--- src/rtl/bcd_counter_scan_pkg.sv ---
// Shared types and helpers for the BCD counter / 7-segment scan block.
// Package name: bcd_pkg.
package bcd_pkg;

    typedef logic [3:0] bcd_t;
    typedef logic [6:0] seg7_t;

    // Pattern shown for any code outside 0..9 (only the g segment lit).
    localparam seg7_t SEG_BLANK = 7'b0000001;
    localparam bcd_t  BCD_MAX   = 4'd9;

    // True when a nibble holds a legal decimal digit.
    function automatic logic bcd_valid(input bcd_t d);
        return (d <= BCD_MAX);
    endfunction

    // Segment pattern {a,b,c,d,e,f,g}, 1 = lit.
    function automatic seg7_t bcd_to_seg7(input bcd_t d);
        seg7_t s;
        case (d)
            4'd0:    s = 7'h7E;
            4'd1:    s = 7'h30;
            4'd2:    s = 7'h6D;
            4'd3:    s = 7'h79;
            4'd4:    s = 7'h33;
            4'd5:    s = 7'h5B;
            4'd6:    s = 7'h5F;
            4'd7:    s = 7'h70;
            4'd8:    s = 7'h7F;
            4'd9:    s = 7'h7B;
            default: s = SEG_BLANK;
        endcase
        return s;
    endfunction

endpackage

--- src/rtl/bcd_counter_scan_digit.sv ---
// One decimal decade. Load has priority over stepping; an illegal load
// digit is stored as 0. tc_out flags that this decade is at its terminal
// value (9 counting up, 0 counting down) so the next decade may step.
// Optional macro: BCD_UPDOWN_EN enables the down-counting path.
module bcd_digit
    import bcd_pkg::*;
(
    input  logic clk,
    input  logic reset,
    input  logic en_in,
    input  logic up,
    input  logic load,
    input  bcd_t load_d,
    output bcd_t digit_o,
    output logic tc_out
);

    bcd_t digit_q, digit_d;

    // Next digit value: load, else step in the selected direction.
    always_comb begin
        digit_d = digit_q;
        if (load) begin
            digit_d = bcd_valid(load_d) ? load_d : 4'd0;
        end else if (en_in) begin
`ifdef BCD_UPDOWN_EN
            if (up) begin
                digit_d = (digit_q == BCD_MAX) ? 4'd0 : digit_q + 4'd1;
            end else begin
                digit_d = (digit_q == 4'd0) ? BCD_MAX : digit_q - 4'd1;
            end
`else
            if (up) begin
                digit_d = (digit_q == BCD_MAX) ? 4'd0 : digit_q + 4'd1;
            end
`endif
        end
    end

    // Digit register with synchronous reset.
    always_ff @(posedge clk) begin
        if (reset) digit_q <= 4'd0;
        else       digit_q <= digit_d;
    end

`ifdef BCD_UPDOWN_EN
    assign tc_out = up ? (digit_q == BCD_MAX) : (digit_q == 4'd0);
`else
    assign tc_out = up & (digit_q == BCD_MAX);
`endif
    assign digit_o = digit_q;

endmodule

--- src/rtl/bcd_counter_scan.sv ---
// N-digit synchronous BCD counter with parallel load, wrap carry pulse and a
// free-running multiplexed 7-segment scanner.
// Optional macro: BCD_UPDOWN_EN adds the up_dn port and down counting.
module bcd_counter_scan
    import bcd_pkg::*;
#(
    parameter int N_DIGITS = 4,
    parameter int SCAN_DIV = 1000
) (
    input  logic                  clk,
    input  logic                  reset,
    input  logic                  en,
    input  logic                  load,
    input  logic [4*N_DIGITS-1:0] load_val,
`ifdef BCD_UPDOWN_EN
    input  logic                  up_dn,
`endif
    output logic [4*N_DIGITS-1:0] count,
    output logic                  carry_out,
    output logic                  load_err,
    output logic [6:0]            seg,
    output logic [N_DIGITS-1:0]   dig_sel
);

    localparam int PW = (SCAN_DIV > 1) ? $clog2(SCAN_DIV) : 1;
    localparam int IW = (N_DIGITS > 1) ? $clog2(N_DIGITS) : 1;

    logic                up_w;
    bcd_t                digit_w [N_DIGITS];
    logic [N_DIGITS-1:0] tc_w;
    // chain_w[k] = enable reaching decade k; chain_w[N_DIGITS] = full wrap.
    logic [N_DIGITS:0]   chain_w;

`ifdef BCD_UPDOWN_EN
    assign up_w = up_dn;
`else
    assign up_w = 1'b1;
`endif

    assign chain_w[0] = en;

    for (genvar k = 0; k < N_DIGITS; k++) begin : g_digit
        bcd_digit u_digit (
            .clk     (clk),
            .reset   (reset),
            .en_in   (chain_w[k]),
            .up      (up_w),
            .load    (load),
            .load_d  (load_val[4*k +: 4]),
            .digit_o (digit_w[k]),
            .tc_out  (tc_w[k])
        );
        assign chain_w[k+1]     = chain_w[k] & tc_w[k];
        assign count[4*k +: 4]  = digit_w[k];
    end

    // Flag any illegal nibble in the load value.
    logic any_bad_w;
    always_comb begin
        any_bad_w = 1'b0;
        for (int k = 0; k < N_DIGITS; k++) begin
            if (!bcd_valid(load_val[4*k +: 4])) any_bad_w = 1'b1;
        end
    end

    // Status pulses: wrap carry (suppressed by load) and load error.
    logic carry_q, load_err_q;
    always_ff @(posedge clk) begin
        if (reset) begin
            carry_q    <= 1'b0;
            load_err_q <= 1'b0;
        end else begin
            carry_q    <= chain_w[N_DIGITS] & ~load;
            load_err_q <= load & any_bad_w;
        end
    end

    // Prescaler and scan index next-state.
    logic [PW-1:0] presc_q, presc_d;
    logic [IW-1:0] idx_q, idx_d;
    always_comb begin
        presc_d = presc_q + PW'(1);
        idx_d   = idx_q;
        if (presc_q == PW'(SCAN_DIV - 1)) begin
            presc_d = '0;
            idx_d   = (idx_q == IW'(N_DIGITS - 1)) ? '0 : idx_q + IW'(1);
        end
    end

    // Select the digit currently being scanned.
    bcd_t sel_bcd_w;
    always_comb begin
        sel_bcd_w = '0;
        for (int k = 0; k < N_DIGITS; k++) begin
            if (idx_q == IW'(k)) sel_bcd_w = digit_w[k];
        end
    end

    // Scanner state and registered display outputs (always aligned).
    seg7_t               seg_q;
    logic [N_DIGITS-1:0] dig_sel_q;
    always_ff @(posedge clk) begin
        if (reset) begin
            presc_q   <= '0;
            idx_q     <= '0;
            seg_q     <= '0;
            dig_sel_q <= '0;
        end else begin
            presc_q   <= presc_d;
            idx_q     <= idx_d;
            seg_q     <= bcd_to_seg7(sel_bcd_w);
            dig_sel_q <= N_DIGITS'(1) << idx_q;
        end
    end

    assign carry_out = carry_q;
    assign load_err  = load_err_q;
    assign seg       = seg_q;
    assign dig_sel   = dig_sel_q;

endmodule

--- config.mk ---
export PLATFORM = sky130hd
export DESIGN_NAME = bcd_counter_scan
export DESIGN_NICKNAME = d
export VERILOG_FILES = /design/src/rtl/bcd_counter_scan_pkg.sv /design/src/rtl/bcd_counter_scan_digit.sv /design/src/rtl/bcd_counter_scan.sv
export SDC_FILE = /design/constraint.sdc
export NUM_CORES = 1
export LEC_CHECK = 0
export ABC_AREA = 1
export ABC_CLOCK_PERIOD_IN_PS = 5320
export BUFFER_PORTS_ARGS = -buffer_cell sky130_fd_sc_hd__buf_4
export CORE_MARGIN = 5
export CORE_UTILIZATION = 40
export DETAILED_ROUTE_END_ITERATION = 7
export PLACE_DENSITY = 0.7
export SETUP_SLACK_MARGIN = 0.1
export SLEW_MARGIN = 20
export SYNTH_ARGS = -nofsm -noshare
export SYNTH_HDL_FRONTEND = slang
export SYNTH_SLANG_ARGS = --single-unit
--- constraint.sdc ---
create_clock -name clk -period 5.32 [get_ports clk]
set_input_delay 0.798 -clock clk [delete_from_list [all_inputs] [get_ports clk]]
set_output_delay 0.798 -clock clk [all_outputs]
set_load 0.05 [all_outputs]
Word level (Yosys, flattened, before mapping)
Memory sizes are Yosys's and may differ from the RTL's. A register that Yosys moved wholly into a read port is not among the register bits.
Index checks and enable logic that the tools add are counted.
- bits in registers: 34
- bits in read-only memories: 112
- input bits: 20
- output and inout port bits: 29
- logic and storage cells: 67
- memories: 1
- memory list (memory ; words ; bits a word ; rd ports ; clocked after memory_dff ; wr ports ; RTL line ; text):
    (no name shown) ; 16 ; 7 ; 1 ; 1 ; 0 ; bcd_counter_scan_pkg.sv:20 ; case (d)
- add/sub/neg operators: 6
- magnitude comparators: 4
- equal/unequal tests: 8
- shifts and indexed selects: 1
- muxes and demuxes: 25
- bitwise operators: 7
- reduce and logical (&&, ||, !) cells: 6
- operator list (cell ; count):
    $mux 4 ; 20
    $add 4x1->4 const B ; 4
    $eq 4x4->1 const B ; 4
    $le 4x4->1 const B ; 4
    $add 10x1->10 const B ; 1
    $eq 10x10->1 const B ; 1
    $reduce_bool 2->1 ; 4
    $and 1x1->1 ; 6
    $eq 2x2->1 const B ; 2
    $mux 1 ; 4
    $shl 1x2->4 const A ; 1
    $add 2x1->2 const B ; 1
    $eq 2x1->1 const B ; 1
    $logic_not 2->1 ; 1
    $mux 2 ; 1
    $reduce_or 2->1 ; 1
    $not 1->1 ; 1

Longest topological paths before layout
- depth after elaboration: 6
- gate-level depth with buffers: 13
- mapped depth without buffers: 13

Hierarchy
A second synthesis with hierarchy kept.
- cell total of the unflattened synthesis: 368
- area total of the unflattened synthesis: 2431.1 um2
- modules (own cells, without submodules) (module ; times used ; cells each ; area each (um2) ; sequential area each (um2)):
    bcd_counter_scan ; 1 ; 168 ; 1234.9 ; 500.5
    bcd_digit ; 4 ; 50 ; 299.0 ; 80.1

Worst setup path before layout
Ideal clock, no wire load.
- path type: flip-flop to flip-flop
- start: register g_digit[1].u_digit.digit_q[0]
- end: register seg_q[1] (netlist: seg[1])
- library setup time: 0.114 ns
- arrival: 1.788 ns
- required time: 5.206 ns
- path slack: 3.417 ns
- stages on the path, launching flop included: 11
- path buffers: 0
- clock period less this slack: 1.903 ns
- cell sequence: dfxtp_1 > inv_2 > nand2_1 > nand3_1 > a21oi_1 > inv_1 > ha_1 > nand3_1 > inv_1 > nor2_1 > nor2_1
- longest elaborated chain between the ends: 3
- RTL lines (what ; RTL line ; text):
    start: declaration ; bcd_counter_scan_digit.sv:18 ; bcd_t digit_q, digit_d;
    start signal: assignment ; bcd_counter_scan_digit.sv:43 ; else digit_q <= digit_d;
    $mux 4 (3 in series) ; bcd_counter_scan.sv:95 ; if (idx_q == IW'(k)) sel_bcd_w = digit_w[k];
    end: declaration ; bcd_counter_scan.sv:100 ; seg7_t seg_q;
No other way between the ends.
A chain may end at the register's enable or synchronous reset.

Worst setup path in the final report
- start: register idx_q[0]
- end: register seg_q[1] (netlist: seg[1])
- longest elaborated chain between the ends: 5
- elaborated cells between the ends (all ways): 8
- those cells by class: eq/ne (3); mux (4); reduce/logical (1)
- RTL lines (what ; RTL line ; text):
    start: declaration ; bcd_counter_scan.sv:80 ; logic [IW-1:0] idx_q, idx_d;
    start signal: assignment ; bcd_counter_scan.sv:110 ; idx_q <= idx_d;
    $logic_not 2->1 ; bcd_counter_scan.sv:95 ;
    $mux 4 (3 in series) ; bcd_counter_scan.sv:95 ;
    $mux 4 (*) ; bcd_counter_scan.sv:95 ;
Every way passes the cells marked *; elsewhere a longest branch is shown, timed or not.

==> impl_summary.log <==
[metrics] result of the run: completed
[metrics] row cnt: 28
[metrics] leakage power figure: 0.00135 uW
[metrics] Placement Setup Slack: between 3 and 4 ns
[metrics] crit path setup slack, layout: 3.19 ns
[metrics] sum of routed wire length over all layers: roughly 5700 um
[metrics] share of the clock period used by the worst path: between 40 and 50%
[metrics] first-pass GRT wire length: ~10000 um
[metrics] total negative setup slack: 0 ns
[metrics] number of clock sinks seen by CTS: 41
[metrics] # Post-CTS Setup Buffers: 0
[metrics] IO buf count: 48
[metrics] Detailed Route Iter0 Violations: 65
[metrics] longest individual stage delay on the worst path: roughly 0.42 ns
[metrics] depth of the CTS H-tree: 2
[metrics] Netlist cell types: 33
[metrics] crit-path cells: inv_1 > ha_1 > inv_1 > nand3_1 > a21oi_1 > inv_1 > ha_1 > nand3_1 > inv_1 > nor2_1 > nor2_1
[metrics] async set or reset register ratio after synthesis: 0%
[metrics] area of the placeable core: 0.00589 mm2
[metrics] sort of element at the end of the critical path: register
[metrics] DRC violation count after routing: 0
[metrics] crit path from: idx_q[0]
[metrics] Hold/Removal Path Class: reg -> reg
[metrics] final routed wire length divided by cell count: 11.9 um
[metrics] proportion of power drawn by the clock network: 33.1%
[metrics] Critical Path Source Type: register
[metrics] part of the total power dissipated in sequential elements: 46.1%
[metrics] FF-to-FF setup slack: 3.19 ns
[metrics] min Tclk post-route: 2.13 ns
[metrics] critical path required time: 5.51 ns
[metrics] slew at the pin closest to its max-slew limit: around 0.46 ns
[metrics] # placed instances: around 470
[metrics] Pint: 507 uW
[metrics] count of flip-flops with a built-in enable after synthesis: 0
[metrics] TritonCTS clock tree: done
[metrics] average vias per placed instance: 4.93
[metrics] synthesized netlist cell count: 353
[metrics] hold buffer count at cts: 0
[metrics] maximum operating frequency: 469 MHz
[metrics] Max clock buf depth: 2
[metrics] Synth Cell Area: 0.00240 mm2
[metrics] Chip Height: approximately 87 um
[metrics] number of diodes added for antenna fixing: 0
[metrics] pin count of the biggest net entering global routing: 24
[metrics] effective utilization at floorplan: 40.7%
[metrics] IO Count: 49
[metrics] number of nets in the final layout: 431
[metrics] Setup Skew: around 0.0090 ns
[metrics] final std cells w/o fill: 475
[metrics] Switching Fraction: 30.6%
[metrics] final core utilization: between 40% and 50%
[metrics] power density over cell area: around 250 mW/mm2
[metrics] largest fanout on the critical path: 7
[metrics] relative slew slack: 69.4%
[metrics] die span in x: 87.4 um
[metrics] growth of design area from synthesis to finish: 21.5%
[metrics] vias after detailed routing: about 2300
[metrics] share of layout cells above drive strength 1: 19.3%
[metrics] CP top delay family: adder cells
[metrics] Logic pwr share: 20.8%
[metrics] commonest cells after routing, fill and taps aside: sky130_fd_sc_hd__nand2_1 (79), sky130_fd_sc_hd__nor2_1 (49), sky130_fd_sc_hd__buf_4 (48)
[metrics] category of the critical setup timing path: reg -> reg
[metrics] Die ar.: 0.00764 mm2
[metrics] Final Hold Violating Endpoints: 0
[metrics] remaining antenna violation count: 0
[metrics] FF-to-FF path depth: 11
[metrics] number of warnings issued by yosys: 0
[metrics] max-cap check violation count: 0
[metrics] share of the yosys chip area belonging to registers: 34.2%
[metrics] peak supply drop: 0.147 mV
[metrics] RSZ-0062 raised after global routing: false
[metrics] sum of overflow across all layers after global routing: 0
[metrics] number of stages on the worst setup path: 11
[metrics] first drt pass iteration count: 5
[metrics] Final Max Tran Viols: 0
[metrics] timing endpoint of the critical path: seg[1]
[metrics] Reg2Reg Capture Point: seg[1]
[metrics] cts bufs inserted: 5
[metrics] most common cell after layout, fill and taps aside: sky130_fd_sc_hd__nand2_1
[metrics] total global-route track usage: 16.2%
[metrics] Worst Path Buf+Inv: 4
[metrics] most frequent cell on the critical path: sky130_fd_sc_hd__inv_1
[metrics] average instance area after synthesis: 6.79 um2
[metrics] DP HPWL: ~4300 um
[metrics] Setup Viol. Count Final: 0
[metrics] clk_lat worst skew: 0.30 ns
[metrics] initial antenna violation count: 0
[metrics] Arr. time, crit path: 2.32 ns
[metrics] predominant post-synthesis flop cell: sky130_fd_sc_hd__dfxtp_1
[metrics] register bit total from synthesis: 41
[metrics] syn_nets: 384
[metrics] routability-driven placement congestion ratio: 0.835
[metrics] slowest CP cell: sky130_fd_sc_hd__dfxtp_1
[metrics] clock-pin transition on the worst setup and hold timing paths: about 0.080 ns
[metrics] number of global-route vias before repair: 2235
[metrics] count of cells resized by post-cts repair: 0
[metrics] start of the worst register-to-register path: idx_q[0]
[metrics] Switch Pwr: 223 uW
[metrics] root cell of the clock tree: sky130_fd_sc_hd__clkbuf_8
-- Yosys cell counts, drive strengths merged, types with 2 or more instances --
cell type | n | share of area [%]
nand2 | 84 | 14
nor2 | 54 | 9.4
inv | 42 | 6.6
dfxtp | 41 | 34
nand3 | 38 | 9.2
a21oi | 23 | 5.0
o21ai | 21 | 5.3
nor3 | 13 | 2.9
ha | 11 | 5.7
buf | 6 | 1.5
nand4 | 4 | 1.0
xor2 | 3 | 1.1
a31oi | 2 | 0.52
clkbuf | 2 | 0.31
nor3b | 2 | 0.63
o211ai | 2 | 0.63
-- worst reg2reg max path: stages (launching register included) --
cell                      delay, ns
sky130_fd_sc_hd__dfxtp_1       0.42
sky130_fd_sc_hd__inv_1         0.13
sky130_fd_sc_hd__ha_1          0.31
sky130_fd_sc_hd__inv_1         0.10
sky130_fd_sc_hd__nand3_1       0.07
sky130_fd_sc_hd__a21oi_1       0.31
sky130_fd_sc_hd__inv_1         0.17
sky130_fd_sc_hd__ha_1          0.24
sky130_fd_sc_hd__nand3_1       0.10
sky130_fd_sc_hd__inv_1         0.04
sky130_fd_sc_hd__nor2_1        0.09
sky130_fd_sc_hd__nor2_1        0.05
-- routing by layer --
| metal | wire [um] | part of all wire (%) | track usage, % |
|---|---|---|---|
| met1 | 2640 | 47 | 19.6 |
| met2 | 2730 | 48 | 27.7 |
| met3 | 215 | 3.8 | 3.69 |
| met4 | 87 | 1.5 | 6.00 |
| met5 | 0 | 0 | 0 |
-- cell type report --
type / count / area [um2]
repair buffers: 48 / 360
well taps: 75 / 93.8
inverters: 42 / 158
clock buffers: 5 / 68.8
fillers: 596 / 2970
multi-input cells: 262 / 1380
flip-flops and latches: 41 / 821
clock inverters: 2 / 35.0
-- kinds of logic after synthesis --
family | synth area share (%)
compound gates | 12.9
xor+xnor | 1.10
simple gates | 37.6
fa+ha+maj | 5.74
buf+inv | 8.35
flops | 34.2
-- sequential cells by signal, summed over array words and instances (netlist names) --
register / cells
seg: 7
carry_out: 1
dig_sel: 4
presc_q: 10
idx_q: 2
load_err: 1
g_digit.u_digit.digit_o: 16
-- metrics by stage --
stage / power [uW] / hold WS (ns) / cell area (um2)
global route: 770 / 0.507 / 2910
CTS: 741 / 0.471 / 2910
global placement: 494 / 0.451 / 2810
floorplan: 449 / 0.439 / 2400
finish: 730 / 0.468 / 2910
detailed placement: 497 / 0.459 / 2810
-- how the worst min path moves through the flow --
stage,start,end,slack (ns),cells past startpoint
detailed placement,presc_q[9],presc_q[9],0.46,2
CTS,presc_q[9],presc_q[9],0.47,2
finish,presc_q[9],presc_q[9],0.47,2
floorplan,presc_q[9],presc_q[9],0.44,2
global route,presc_q[9],presc_q[9],0.51,2
global placement,presc_q[9],presc_q[9],0.45,2
-- power groups by stage --
stage | Combinational [uW] | Clock (uW) | Sequential [uW]
global route | 167 | 263 | 340
CTS | 153 | 251 | 337
global placement | 151 | 0 | 344
detailed placement | 153 | 0 | 344
finish | 152 | 242 | 337
floorplan | 65.1 | 0 | 384
Power figures use the tool's default switching activity.
